--- src/rtl/bbus_ctrl_pkg.sv ---
// Shared constants and types for the SNES B-bus access sequencer.
//  - Pin and level-shifter direction encodings, shared with the board top level.
//  - FSM state type.
//  - Helper used to size the phase counter.
package bbus_ctrl_pkg;

  // Pin direction encodings for the pin_bidir_8 wrappers.
  localparam logic PIN_DIR_INPUT  = 1'b0;
  localparam logic PIN_DIR_OUTPUT = 1'b1;

  // Level-shifter direction encodings.
  localparam logic LVL_DIR_INPUT  = 1'b0;
  localparam logic LVL_DIR_OUTPUT = 1'b1;

  typedef enum logic [1:0] {
    StIdle,
    StSetup,
    StStrobe,
    StHold
  } bbus_state_e;

  function automatic int unsigned max3(input int unsigned a, input int unsigned b,
                                       input int unsigned c);
    int unsigned m;
    m = a;
    if (b > m) m = b;
    if (c > m) m = c;
    return m;
  endfunction

endpackage

--- src/rtl/bbus_ctrl.sv ---
// Single-register access sequencer for the SNES B-bus (PA/PD, /PARD, /PAWR).
// Each accepted request runs SETUP -> STROBE -> HOLD and returns to IDLE with a one-cycle
// rsp_valid_o pulse. All bus-facing outputs are registered so strobes are glitch-free, and PD
// is driven only during the SETUP/STROBE/HOLD phases of a write.
// Ports:
//  clk_i          system clock
//  reset_i        asynchronous active-high reset
//  req_valid_i    request present          req_ready_o  request accepted this cycle when high
//  req_write_i    1 = write, 0 = read      req_addr_i   B-bus register address
//  req_wdata_i    write data
//  rsp_valid_o    access complete pulse    rsp_rdata_o  read data (held across writes)
//  pard_n_o       read strobe              pawr_n_o     write strobe
//  lvl_pa_dir_o   PA level-shifter dir     pa_out_o     PA value     pa_dir_o  PA pin dir
//  lvl_pd_dir_o   PD level-shifter dir     pd_in_i      PD sample    pd_out_o  PD value
//  pd_dir_o       PD pin dir
module bbus_ctrl
  import bbus_ctrl_pkg::*;
#(
  parameter int unsigned SETUP_CYCLES  = 1,
  parameter int unsigned STROBE_CYCLES = 2,
  parameter int unsigned HOLD_CYCLES   = 1
) (
  input  logic       clk_i,
  input  logic       reset_i,
  input  logic       req_valid_i,
  output logic       req_ready_o,
  input  logic       req_write_i,
  input  logic [7:0] req_addr_i,
  input  logic [7:0] req_wdata_i,
  output logic       rsp_valid_o,
  output logic [7:0] rsp_rdata_o,
  output logic       pard_n_o,
  output logic       pawr_n_o,
  output logic       lvl_pa_dir_o,
  output logic [7:0] pa_out_o,
  output logic       pa_dir_o,
  output logic       lvl_pd_dir_o,
  input  logic [7:0] pd_in_i,
  output logic [7:0] pd_out_o,
  output logic       pd_dir_o
);

  if (SETUP_CYCLES == 0 || STROBE_CYCLES == 0 || HOLD_CYCLES == 0) begin : g_bad_params
    $error("bbus_ctrl: SETUP_CYCLES, STROBE_CYCLES and HOLD_CYCLES must all be >= 1");
  end

  localparam int unsigned MaxCycles = max3(SETUP_CYCLES, STROBE_CYCLES, HOLD_CYCLES);
  localparam int unsigned CntW      = $clog2(MaxCycles + 1);

  localparam logic [CntW-1:0] SetupLd  = CntW'(SETUP_CYCLES - 1);
  localparam logic [CntW-1:0] StrobeLd = CntW'(STROBE_CYCLES - 1);
  localparam logic [CntW-1:0] HoldLd   = CntW'(HOLD_CYCLES - 1);

  bbus_state_e     state_q, state_d;
  logic [CntW-1:0] cnt_q, cnt_d;

  logic       write_q;
  logic [7:0] pa_out_q;
  logic [7:0] pd_out_q;
  logic       pd_dir_q;
  logic       pard_n_q;
  logic       pawr_n_q;
  logic       rsp_valid_q;
  logic [7:0] rsp_rdata_q;

  logic handshake;
  logic strobe_done;
  logic hold_done;

  assign req_ready_o = (state_q == StIdle) && !reset_i;
  assign handshake   = (state_q == StIdle) && req_valid_i;
  assign strobe_done = (state_q == StStrobe) && (cnt_q == '0);
  assign hold_done   = (state_q == StHold) && (cnt_q == '0);

  always_comb begin
    state_d = state_q;
    cnt_d   = cnt_q;
    unique case (state_q)
      StIdle: begin
        if (req_valid_i) begin
          state_d = StSetup;
          cnt_d   = SetupLd;
        end
      end
      StSetup: begin
        if (cnt_q == '0) begin
          state_d = StStrobe;
          cnt_d   = StrobeLd;
        end else begin
          cnt_d = cnt_q - CntW'(1);
        end
      end
      StStrobe: begin
        if (cnt_q == '0) begin
          state_d = StHold;
          cnt_d   = HoldLd;
        end else begin
          cnt_d = cnt_q - CntW'(1);
        end
      end
      StHold: begin
        if (cnt_q == '0) begin
          state_d = StIdle;
          cnt_d   = '0;
        end else begin
          cnt_d = cnt_q - CntW'(1);
        end
      end
      default: begin
        state_d = StIdle;
        cnt_d   = '0;
      end
    endcase
  end

  always_ff @(posedge clk_i or posedge reset_i) begin
    if (reset_i) begin
      state_q     <= StIdle;
      cnt_q       <= '0;
      write_q     <= 1'b0;
      pa_out_q    <= 8'h00;
      pd_out_q    <= 8'h00;
      pd_dir_q    <= PIN_DIR_INPUT;
      pard_n_q    <= 1'b1;
      pawr_n_q    <= 1'b1;
      rsp_valid_q <= 1'b0;
      rsp_rdata_q <= 8'h00;
    end else begin
      state_q     <= state_d;
      cnt_q       <= cnt_d;
      rsp_valid_q <= hold_done;
      // Strobes are registered from the next state so they change only on clock edges.
      pard_n_q    <= !((state_d == StStrobe) && !write_q);
      pawr_n_q    <= !((state_d == StStrobe) && write_q);
      if (handshake) begin
        write_q  <= req_write_i;
        pa_out_q <= req_addr_i;
        if (req_write_i) begin
          pd_out_q <= req_wdata_i;
          pd_dir_q <= PIN_DIR_OUTPUT;
        end
      end
      // Sample PD on the edge where /PARD rises.
      if (strobe_done && !write_q) begin
        rsp_rdata_q <= pd_in_i;
      end
      if (hold_done) begin
        pd_dir_q <= PIN_DIR_INPUT;
      end
    end
  end

  assign rsp_valid_o  = rsp_valid_q;
  assign rsp_rdata_o  = rsp_rdata_q;
  assign pard_n_o     = pard_n_q;
  assign pawr_n_o     = pawr_n_q;
  assign pa_out_o     = pa_out_q;
  assign pa_dir_o     = PIN_DIR_OUTPUT;
  assign lvl_pa_dir_o = LVL_DIR_OUTPUT;
  assign pd_out_o     = pd_out_q;
  assign pd_dir_o     = pd_dir_q;
  // Level shifter and pin always point the same way.
  assign lvl_pd_dir_o = (pd_dir_q == PIN_DIR_OUTPUT) ? LVL_DIR_OUTPUT : LVL_DIR_INPUT;

endmodule
--- config.mk ---
export PLATFORM = sky130hd
export DESIGN_NAME = bbus_ctrl
export DESIGN_NICKNAME = d
export VERILOG_FILES = /design/src/rtl/bbus_ctrl_pkg.sv /design/src/rtl/bbus_ctrl.sv
export SDC_FILE = /design/constraint.sdc
export NUM_CORES = 1
export LEC_CHECK = 0
export ABC_CLOCK_PERIOD_IN_PS = 1800
export CELL_PAD_IN_SITES_DETAIL_PLACEMENT = 0
export CELL_PAD_IN_SITES_GLOBAL_PLACEMENT = 1
export CORE_UTILIZATION = 32
export CTS_CLUSTER_DIAMETER = 50
export CTS_CLUSTER_SIZE = 14
export DETAILED_ROUTE_END_ITERATION = 16
export GPL_ROUTABILITY_DRIVEN = 0
export GPL_TIMING_DRIVEN = 0
export PLACE_DENSITY = 0.9
export REMOVE_ABC_BUFFERS = 1
export SYNTH_ARGS = -nofsm -noshare
export SYNTH_HDL_FRONTEND = slang
export SYNTH_SLANG_ARGS = --single-unit
--- constraint.sdc ---
create_clock -name clk_i -period 1.8 [get_ports clk_i]
set_clock_uncertainty 0.2 [all_clocks]
set_input_delay 0.18 -clock clk_i [delete_from_list [all_inputs] [get_ports clk_i]]
set_output_delay 0.18 -clock clk_i [all_outputs]
set_load 0.005 [all_outputs]
==> impl_results.md <==
* IO Count at 60
* Achievable frequency at 0.5755 GHz
* First-pass GRT wire length at ~4.4 mm
* Vias/cell at 4.718
* Crit. Startpoint: state_q[1]
* Initial DRC count at 11
* Launch point of the worst reg-to-reg path: state_q[1]
* Clock Sinks at 33
* Synthesized flop and latch total at 33
* Vias in the first global route at 1004
* Non-filler cells, final at 209
* Largest cells by area after synthesis: dfrtp_1 (58%), mux2_2 (20%), dfstp_2 (3.9%)
* DR WL/cell at 13.53 um
* Synth area leader: dfrtp_1
* Critical Path End Type: flip-flop
* Max rail drop VDD at 929.5 uV
* PD cells at 1723 nW/um^2
* Clk buf depth at 2
* Slowest CP cell: dfrtp_2
* Cell Chain, Critical Path: buf_4 > and4bb_4 > mux2_2
* Syn Area/Cell at 14.27 um^2
* Die area at roughly 4500 um^2
* DRC at 0
* Slowest stage delay, CP at roughly 460 ps
* Sequential area share after synthesis at 61.75%
* Type of element launching the critical path: flip-flop
* Crit path DAT at roughly 1700 ps
* Post-route ant nets at 0
* Pre-CTS setup slack at -113.3 ps
* Final hold viol count at 0
* Async SR Flop Fraction at 100.0%
* Leak at 0.0008938 uW
* Max-cap violation count at 0
* Clock latency on the worst-skew pair at about 280 ps
* CTS root buffer: clkbuf_8
* Most common cell in the netlist: dfrtp_1
* Unrepaired setup endpoints after global routing: no
* Synth top area share at 57.84%
* Cell Rows at 23
* Vias at 986
* Fin area at between 2000 and 2500 um^2
* Cells after DPL at roughly 190
* Final WL at approximately 2.8 mm
* Largest net degree at the start of global routing at 34
* Starting density of the core at 33.53%
* Setup WS post-layout at 62.33 ps
* Yosys warnings at 0
* Die X at roughly 67 um
* Reg-to-reg slack, setup at 60 ps
* Clock slew at reported path FFs at 70 ps
* Commonest cells in the netlist: dfrtp_1 (31), mux2_2 (24), nor2_1 (5)
* Synthesized area at between 1000 and 1500 um^2
* Status: finished, final reports clean
* Core footprint at about 4000 um^2
* GR Overflow Total at 0
* I/O Buffers at 57
* Post-synth EDFFs at 0
* Critical Path RT at between 1500 and 2000 ps
* Layout area overhead at 59.51%
* H-tree Lvls at 2
* Setup crit end: pd_out_o[7]
* Placed cell area at 1922 um^2
* Crit Path Category: flip-flop to flip-flop
* TritonCTS clock tree: done
* Crit path time final at roughly 1700 ps
* Hpwl dp at a little over 2 mm
* Cells after Synth at 94
* Gr usage total at between 10 and 15%
* Synth cell types at 25
* Layout cells sized above 1 at 30.82%
* Rel. slew slack at 65.94%
* Slew @ Worst Pin at between 500 and 600 ps
* Final period util at 96.54%
* Final setup viols at 0
* Primary FF master, synth: dfrtp_1
* Nets at 186
* Critical R2R Capture: pd_out_o[7]
* CTS hold repair buffers at 0
* Slew Viols, Final at 0
* Initial antenna violation count at 0
* TritonCTS buffer count at 5
* Die H at 66.74 um
* Total Power at 3686 uW
* CP Max Fanout at 10
* Ant diodes at 0
* FF-to-FF path depth at 3
* Hold Crit Class: input port to async pin
* Fillers at approximately 340
* Drt first pass iters at 3
-- worst min path at each step --
stage                   startpoint     endpoint
global placement           write_q     pawr_n_o
global route               reset_i     pd_dir_o
finish                     reset_i     pd_dir_o
floorplan                  reset_i     cnt_q[0]
detailed placement     pd_out_o[0]  pd_out_o[0]
CTS                 req_wdata_i[0]  pd_out_o[0]
-- what timing repair did --
item                                    CTS  global route
setup buffers                             5             1
endpoints found under the setup margin    9            18
gates resized for setup                   4             3
pin swaps                                 1             1
-- power breakdown --
part,leakage (uW),internal (uW),switching (uW)
Combinational,0.000433,1070,461
Sequential,0.000392,1110,232
Clock,0.0000681,550,259
Total,0.000894,2730,952
-- per-stage QoR --
step	util, %	hold slack [ps]	setup TNS [ps]
2_1_floorplan	-	107.4	0
3_3_place_gp	48.05	281.4	-890.6
3_5_place_dp	48.05	294.3	-4277
4_1_cts	52.39	299.8	0
5_1_grt	53.49	8.937	0
6_report	53.49	0.7659	0
-- registers in the layout (all words and copies together) (netlist names) --
register,cells
cnt_q,2
state_q,2
rsp_valid_o,1
rsp_rdata_o,8
pd_out_o,8
pawr_n_o,1
pa_out_o,8
pard_n_o,1
write_q,1
pd_dir_o,1
-- cell families (layout without fill, tap and decap cells) --
group	after synthesis	in the layout	synth area share, %
xor+xnor	1	1	0.6531
mux	24	24	20.15
other cells	1	2	0.2796
flops	33	33	61.75
buf+inv	10	74	4.757
compound gates	7	7	3.172
simple gates	18	18	9.235
-- layer usage --
metal	track usage, %	routed length [um]	vias to the layer above
met5	0	0	-
met4	8.511	72	0
met3	4.795	169	10
met2	25.76	1564	37
met1	12.85	1022	494
li1	-	-	445
-- cell usage in the layout (no fill, tap or decap), drive strengths merged --
cell           instances
clkdlybuf4s50         56
dfrtp                 31
mux2                  24
buf                    7
nor2                   5
clkbuf                 5
nand2                  4
o21ai                  3
conb                   2
bufinv                 2
dfstp                  2
nand2b                 2
clkinv                 2
nor4                   1
and3                   1
and4bb                 1
and2                   1
a21o                   1
o311ai                 1
xnor2                  1
or4b                   1
nor3                   1
inv                    1
nor3b                  1
a21oi                  1
o22ai                  1
dlygate4sd2            1
-- layout make-up --
| type | count | area (um^2) | share of cell area (%) |
|---|---|---|---|
| multi-input combinational | 52 | 459.2 | 21.46 |
| clock inverter | 3 | 65.06 | 3.041 |
| tap | 50 | 62.56 | 2.924 |
| inverter | 2 | 7.507 | 0.3509 |
| sequential | 33 | 830.8 | 38.83 |
| timing repair buffer | 64 | 645.6 | 30.18 |
| clock buffer | 5 | 68.82 | 3.216 |
-- worst max-delay path, delay by kind of cell (launching register included) --
kind | cells | cell delay [ps]
buffers and inverters | 1 | 160
flip-flops | 1 | 460
multiplexers | 1 | 360
AND/OR/NAND/NOR | 1 | 440
Note: power is estimated with default switching activity, not from simulation.
